<file path="config.mk">
export PLATFORM = sky130hd
export DESIGN_NAME = reg_file_debug_port_flat
export DESIGN_NICKNAME = d
export VERILOG_FILES = /design/src/rtl/reg_file_debug_port_if.sv /design/src/rtl/reg_file_debug_port.sv /design/src/flat_wrapper.sv
export SDC_FILE = /design/constraint.sdc
export NUM_CORES = 1
export LEC_CHECK = 0
export ABC_AREA = 1
export BUFFER_PORTS_ARGS = -buffer_cell sky130_fd_sc_hd__buf_2
export CORE_MARGIN = 8
export CORE_UTILIZATION = 25
export CTS_CLUSTER_DIAMETER = 120
export DETAILED_ROUTE_END_ITERATION = 6
export GPL_TIMING_DRIVEN = 0
export PLACE_DENSITY_LB_ADDON = 0.2
export SLEW_MARGIN = 20
export SYNTH_ARGS = -nofsm -noshare
export SYNTH_HDL_FRONTEND = slang
export SYNTH_SLANG_ARGS = --single-unit
</file>
<file path="constraint.sdc">
create_clock -name clk -period 2.9 [get_ports clk]
set_input_delay 0.145 -clock clk [delete_from_list [all_inputs] [get_ports clk]]
set_output_delay 0.145 -clock clk [all_outputs]
set_load 0.005 [all_outputs]
</file>
<file path="src/rtl/reg_file_debug_port_if.sv">
// Debug-port bus: command, register-file access, dump stream and load stream.
// The debug initiator is the master; the register file and host side form the slave.
interface reg_file_debug_port_if #(
    parameter int unsigned DATA_W = 16,
    parameter int unsigned ADDR_W = 3
) ();
    logic              cmd_valid;
    logic              cmd_op;
    logic              cmd_ready;
    logic              hold_req;
    logic [ADDR_W-1:0] rf_read_addr;
    logic [DATA_W-1:0] rf_read_data;
    logic              rf_write_en;
    logic [ADDR_W-1:0] rf_write_dest;
    logic [DATA_W-1:0] rf_write_data;
    logic              dump_valid;
    logic              dump_ready;
    logic [DATA_W-1:0] dump_data;
    logic [ADDR_W-1:0] dump_addr;
    logic              dump_last;
    logic              load_valid;
    logic [DATA_W-1:0] load_data;
    logic              load_ready;
    logic              done;

    modport master (
        input  cmd_valid, cmd_op, rf_read_data, dump_ready, load_valid, load_data,
        output cmd_ready, hold_req, rf_read_addr, rf_write_en, rf_write_dest, rf_write_data,
               dump_valid, dump_data, dump_addr, dump_last, load_ready, done
    );

    modport slave (
        output cmd_valid, cmd_op, rf_read_data, dump_ready, load_valid, load_data,
        input  cmd_ready, hold_req, rf_read_addr, rf_write_en, rf_write_dest, rf_write_data,
               dump_valid, dump_data, dump_addr, dump_last, load_ready, done
    );
endinterface

</file>
<file path="src/rtl/reg_file_debug_port.sv">
// Debug initiator for the register file: dumps FIRST_REG..LAST_REG to a stream,
// or loads a stream of words into them, holding off the core while busy.
module reg_file_debug_port #(
    parameter int unsigned DATA_W    = 16,
    parameter int unsigned ADDR_W    = 3,
    parameter int unsigned FIRST_REG = 1,
    parameter int unsigned LAST_REG  = 7
) (
    input  logic                  clk,
    input  logic                  rst,
    reg_file_debug_port_if.master dbg
);
    localparam logic [ADDR_W-1:0] FIRST_A = ADDR_W'(FIRST_REG);
    localparam logic [ADDR_W-1:0] LAST_A  = ADDR_W'(LAST_REG);

    typedef enum logic [1:0] {
        IDLE     = 2'd0,
        DUMP_RD  = 2'd1,
        DUMP_OUT = 2'd2,
        LOAD     = 2'd3
    } state_t;

    state_t            state;
    logic [ADDR_W-1:0] ptr;
    logic              dump_valid;
    logic [DATA_W-1:0] dump_data;
    logic [ADDR_W-1:0] dump_addr;
    logic              dump_last;
    logic              rf_write_en;
    logic [ADDR_W-1:0] rf_write_dest;
    logic [DATA_W-1:0] rf_write_data;
    logic              done;

    // Command sequencer; every output it drives is registered here.
    always_ff @(posedge clk or posedge rst) begin
        if (rst) begin
            state         <= IDLE;
            ptr           <= FIRST_A;
            dump_valid    <= 1'b0;
            dump_data     <= '0;
            dump_addr     <= '0;
            dump_last     <= 1'b0;
            rf_write_en   <= 1'b0;
            rf_write_dest <= '0;
            rf_write_data <= '0;
            done          <= 1'b0;
        end else begin
            done        <= 1'b0;
            rf_write_en <= 1'b0;
            case (state)
                IDLE: begin
                    if (dbg.cmd_valid) begin
                        ptr   <= FIRST_A;
                        state <= dbg.cmd_op ? LOAD : DUMP_RD;
                    end
                end
                DUMP_RD: begin
                    dump_data  <= dbg.rf_read_data;
                    dump_addr  <= ptr;
                    dump_last  <= (ptr == LAST_A);
                    dump_valid <= 1'b1;
                    state      <= DUMP_OUT;
                end
                DUMP_OUT: begin
                    if (dbg.dump_ready) begin
                        dump_valid <= 1'b0;
                        if (dump_last) begin
                            done  <= 1'b1;
                            state <= IDLE;
                        end else begin
                            ptr   <= ptr + ADDR_W'(1);
                            state <= DUMP_RD;
                        end
                    end
                end
                LOAD: begin
                    if (dbg.load_valid) begin
                        rf_write_en   <= 1'b1;
                        rf_write_dest <= ptr;
                        rf_write_data <= dbg.load_data;
                        // ptr parks on LAST_REG; the next command reloads it
                        if (ptr == LAST_A) begin
                            done  <= 1'b1;
                            state <= IDLE;
                        end else begin
                            ptr <= ptr + ADDR_W'(1);
                        end
                    end
                end
                default: state <= IDLE;
            endcase
        end
    end

    // Handshake readies and the read address decode straight from state.
    assign dbg.cmd_ready     = (state == IDLE);
    assign dbg.load_ready    = (state == LOAD);
    assign dbg.rf_read_addr  = (state == DUMP_RD) ? ptr : '0;
    assign dbg.hold_req      = (state != IDLE) | rf_write_en;

    assign dbg.dump_valid    = dump_valid;
    assign dbg.dump_data     = dump_data;
    assign dbg.dump_addr     = dump_addr;
    assign dbg.dump_last     = dump_last;
    assign dbg.rf_write_en   = rf_write_en;
    assign dbg.rf_write_dest = rf_write_dest;
    assign dbg.rf_write_data = rf_write_data;
    assign dbg.done          = done;
endmodule

</file>
<file path="src/flat_wrapper.sv">
// flat-port wrapper written by rule: the top's interface ports become plain ports
module reg_file_debug_port_flat 
#(
    parameter int unsigned DATA_W    = 16,
    parameter int unsigned ADDR_W    = 3,
    parameter int unsigned FIRST_REG = 1,
    parameter int unsigned LAST_REG  = 7
)
  (clk, rst, dbg_cmd_valid, dbg_cmd_op, dbg_rf_read_data, dbg_dump_ready, dbg_load_valid, dbg_load_data, dbg_cmd_ready, dbg_hold_req, dbg_rf_read_addr, dbg_rf_write_en, dbg_rf_write_dest, dbg_rf_write_data, dbg_dump_valid, dbg_dump_data, dbg_dump_addr, dbg_dump_last, dbg_load_ready, dbg_done);
  reg_file_debug_port_if #(.DATA_W(DATA_W), .ADDR_W(ADDR_W)) dbg_i ();
  input  logic clk;
  input  logic rst;
  input wire logic [$bits(dbg_i.cmd_valid)-1:0] dbg_cmd_valid;
  input wire logic [$bits(dbg_i.cmd_op)-1:0] dbg_cmd_op;
  input wire logic [$bits(dbg_i.rf_read_data)-1:0] dbg_rf_read_data;
  input wire logic [$bits(dbg_i.dump_ready)-1:0] dbg_dump_ready;
  input wire logic [$bits(dbg_i.load_valid)-1:0] dbg_load_valid;
  input wire logic [$bits(dbg_i.load_data)-1:0] dbg_load_data;
  output wire logic [$bits(dbg_i.cmd_ready)-1:0] dbg_cmd_ready;
  output wire logic [$bits(dbg_i.hold_req)-1:0] dbg_hold_req;
  output wire logic [$bits(dbg_i.rf_read_addr)-1:0] dbg_rf_read_addr;
  output wire logic [$bits(dbg_i.rf_write_en)-1:0] dbg_rf_write_en;
  output wire logic [$bits(dbg_i.rf_write_dest)-1:0] dbg_rf_write_dest;
  output wire logic [$bits(dbg_i.rf_write_data)-1:0] dbg_rf_write_data;
  output wire logic [$bits(dbg_i.dump_valid)-1:0] dbg_dump_valid;
  output wire logic [$bits(dbg_i.dump_data)-1:0] dbg_dump_data;
  output wire logic [$bits(dbg_i.dump_addr)-1:0] dbg_dump_addr;
  output wire logic [$bits(dbg_i.dump_last)-1:0] dbg_dump_last;
  output wire logic [$bits(dbg_i.load_ready)-1:0] dbg_load_ready;
  output wire logic [$bits(dbg_i.done)-1:0] dbg_done;
  assign dbg_i.cmd_valid = dbg_cmd_valid;
  assign dbg_i.cmd_op = dbg_cmd_op;
  assign dbg_i.rf_read_data = dbg_rf_read_data;
  assign dbg_i.dump_ready = dbg_dump_ready;
  assign dbg_i.load_valid = dbg_load_valid;
  assign dbg_i.load_data = dbg_load_data;
  assign dbg_cmd_ready = dbg_i.cmd_ready;
  assign dbg_hold_req = dbg_i.hold_req;
  assign dbg_rf_read_addr = dbg_i.rf_read_addr;
  assign dbg_rf_write_en = dbg_i.rf_write_en;
  assign dbg_rf_write_dest = dbg_i.rf_write_dest;
  assign dbg_rf_write_data = dbg_i.rf_write_data;
  assign dbg_dump_valid = dbg_i.dump_valid;
  assign dbg_dump_data = dbg_i.dump_data;
  assign dbg_dump_addr = dbg_i.dump_addr;
  assign dbg_dump_last = dbg_i.dump_last;
  assign dbg_load_ready = dbg_i.load_ready;
  assign dbg_done = dbg_i.done;
  reg_file_debug_port #(.DATA_W(DATA_W), .ADDR_W(ADDR_W), .FIRST_REG(FIRST_REG), .LAST_REG(LAST_REG)) u_core (.clk(clk), .rst(rst), .dbg(dbg_i));
endmodule
</file>
==> out/summary.txt <==
Reg clk slew, reported paths = 0.08 ns
Post-Synthesis Net Count = 237
Final Skew = 0.00366 ns
status = finished clean
latest clock arrival within the worst-skew pair = 0.29 ns
vias = 1572
synth warn = 0
area delta synth->final = 34.6%
CTS Root Cell = clkbuf_8
clock sinks = 47
crit start category = register
Critical Path AT = 1.54 ns
placer congestion estimate = 0.708
CP endpoint kind = output pin
htree depth = 2
CTS tree = yes
hpwl dp = 3.85 mm
metal3 WL = 580 microns
vias in the first global route = 1699
multi-input logic area = 667 sq um
TNS Setup = 0 ns
Metal-1 WL = 2.16 mm
Max Root-Sink Buffers = 2
die height = 105 microns
layout cells sized above 1 = 43.4%
Cell variety after synth = 20
WL met2 = 2.15 mm
Reg area = 1180 sq um
Crit Reg-Reg Endpoint = u_core.state[0]
Filler Cell Count = 826
setup repair bufs after CTS = 0
Final Cycle Share = 58.2%
Max IR drop VDD = 0.316 mV
number of core rows = 32
Max Slew Vio Count = 0
Post-Synthesis Cells = 196
DRC = 0
LEAKAGE = 1.48 nW
Die ar. = 11000 sq um
most used cell, CP = buf_2
post-route ant nets = 0
grt total ovfl = 0
Crit path largest cell delay = 0.38 ns
DRT Pass-1 Iters = 4
total CTS buffers = 5
number of nets in the layout = 331
hold_sp = dbg_load_data[15]
min Tclk post-route = 1.69 ns
Least-Margin Pin Slew = 0.528 ns
RSZ-0062 raised after global routing = no
endpoints failing setup = 0
Hold Crit Depth = 3
DR top layer = met4
IO Pins = 86
diode count = 0
Critical Path RT = 2.76 ns
Iteration-0 DRC Markers = 43
pin count of the biggest net entering global routing = 25
Reg2Reg Setup Slack = 1.45 ns
Max-Cap Viols = 0
cell area after synthesis = 1980 sq um
port bufs = 85
Global Route Usage Sum = 9.27%
synthesized area per cell = 10.1 sq um
final hold vios = 0
total core area = 7730 sq um
Die W = 105 microns
final core occ = 34.6%
Worst Path Class, Setup = register to output pin
Initial Utilization = 25.7%
CP max FO = 10
DRT Wirelength = 4.94 mm
global-route wire length before repair = 8.45 mm
Hold Path Class = input pin to register
Hold Path Sink = u_core.dbg.rf_write_data[15]
antenna violations before repair = 0
vias per cell = 4.01
Crit-path slowest cell = dfrtp_1
pwr dens = 1030 nW/um^2
Crit Reg-Reg Startpoint = u_core.ptr[0]
routed len/inst = 12.6 microns
FF-to-FF path depth = 7
Seq cells post-synth = 47
Max-slew headroom = 64.7%
worst-path cell chain = buf_6 > inv_2 > nand2_4 > buf_12 > buf_2 > nor2_1 > buf_2
fmax = 0.592 GHz
Seq/Total Area, Yosys = 59.3%
## timing repair
item	4_1_cts	5_1_grt
endpoints found under the hold margin	23	0
setup endpoints to repair	0	0
resized for setup	0	0
hold buffers	1	0
## routing by layer
| metal | global-route usage [%] | up-vias |
|---|---|---|
| met1 | 10.5 | 719 |
| met3 | 5.59 | 5 |
| met2 | 14.5 | 56 |
| met4 | 2.45 | 0 |
| met5 | 0 | - |
| li1 | - | 792 |
## cell usage after synthesis (all sizes together)
cell    number  area share (%)
nor2         6             1.5
o211ai       1            0.38
nor3         1            0.25
buf          8             3.8
a21oi        1            0.25
mux2        16             9.1
nand3        6             1.5
nand2       79              16
o21ai       11             2.8
dfstp        1             1.3
inv         17             3.2
dfrtp       46              58
ha           3             1.9
## state kept, by name (all words and copies together) (netlist names)
name	count
u_core.dbg.rf_write_data	16
u_core.state	2
u_core.dbg.dump_data	16
u_core.dbg.dump_addr	3
u_core.dbg.dump_last	1
u_core.dbg.dump_valid	1
u_core.ptr	3
u_core.dbg.done	1
u_core.dbg.rf_write_dest	3
u_core.dbg.rf_write_en	1
## how the worst max path moves through the flow
stage,from,to,depth (start not counted)
after floorplan,u_core.ptr[0],u_core.state[0],7
after global placement,rst,u_core.dbg.dump_data[2],2
after detailed placement,u_core.ptr[0],u_core.state[0],7
after CTS,u_core.state[1],dbg_rf_read_addr[2],7
after global routing,u_core.state[1],dbg_rf_read_addr[2],7
final,u_core.state[1],dbg_rf_read_addr[2],7
## cell type report
type / count / area share [%]
Tap cell: 102 / 4.78
Timing Repair Buffer: 87 / 17.1
Sequential cell: 47 / 44.1
Buffer: 8 / 2.86
Multi-Input combinational cell: 124 / 25.0
Inverter: 17 / 2.39
Clock inverter: 1 / 1.12
Clock buffer: 6 / 2.72
## metrics by stage
stage | power (W) | setup WS (ns) | cells | cell area [sq um] | hold WS, ns
floorplan | 0.00185 | 1.58 | 196 | 1980 | 0.255
global placement | 0.00233 | 0.858 | 383 | 2540 | 0.339
detailed placement | 0.00236 | 1.46 | 384 | 2560 | 0.231
CTS | 0.00284 | 1.18 | 392 | 2670 | 0.0249
global route | 0.00304 | 1.11 | 392 | 2670 | 0.0257
finish | 0.00276 | 1.21 | 392 | 2670 | 0.0398
## power by group
part / leakage (nW) / internal (W) / switching (W) / total, W
clock network: 0.0513 / 0.000253 / 0.000213 / 0.000466
logic: 0.855 / 0.000586 / 0.000608 / 0.00119
registers: 0.578 / 0.000963 / 0.000138 / 0.00110
## layout by cell type, fill, tap and decap left out, drive strengths merged
cell type    instances
dlygate4sd3          1
a21oi                1
buf                 94
nor2                 6
o211ai               1
bufinv               1
ha                   3
dfrtp               46
o21ai               11
nand3                6
dfstp                1
mux2                16
clkbuf               6
nand2               79
nor3                 1
inv                 17
## cells by family after synthesis
group	after synthesis	synth area share [%]
AND/OR/NAND/NOR	92	19.2
adder cells (fa/ha/maj)	3	1.89
AO/OA/AOI/OAI	13	3.40
buffers and inverters	25	7.06
multiplexers	16	9.08
flip-flops	47	59.3
## critical path: cells and delay by family, from the launching register on
family        cells  cell delay, ns
simple gates      2            0.19
flops             1            0.38
buf+inv           5            0.68
No activity file was read; power rests on OpenSTA's default activity.
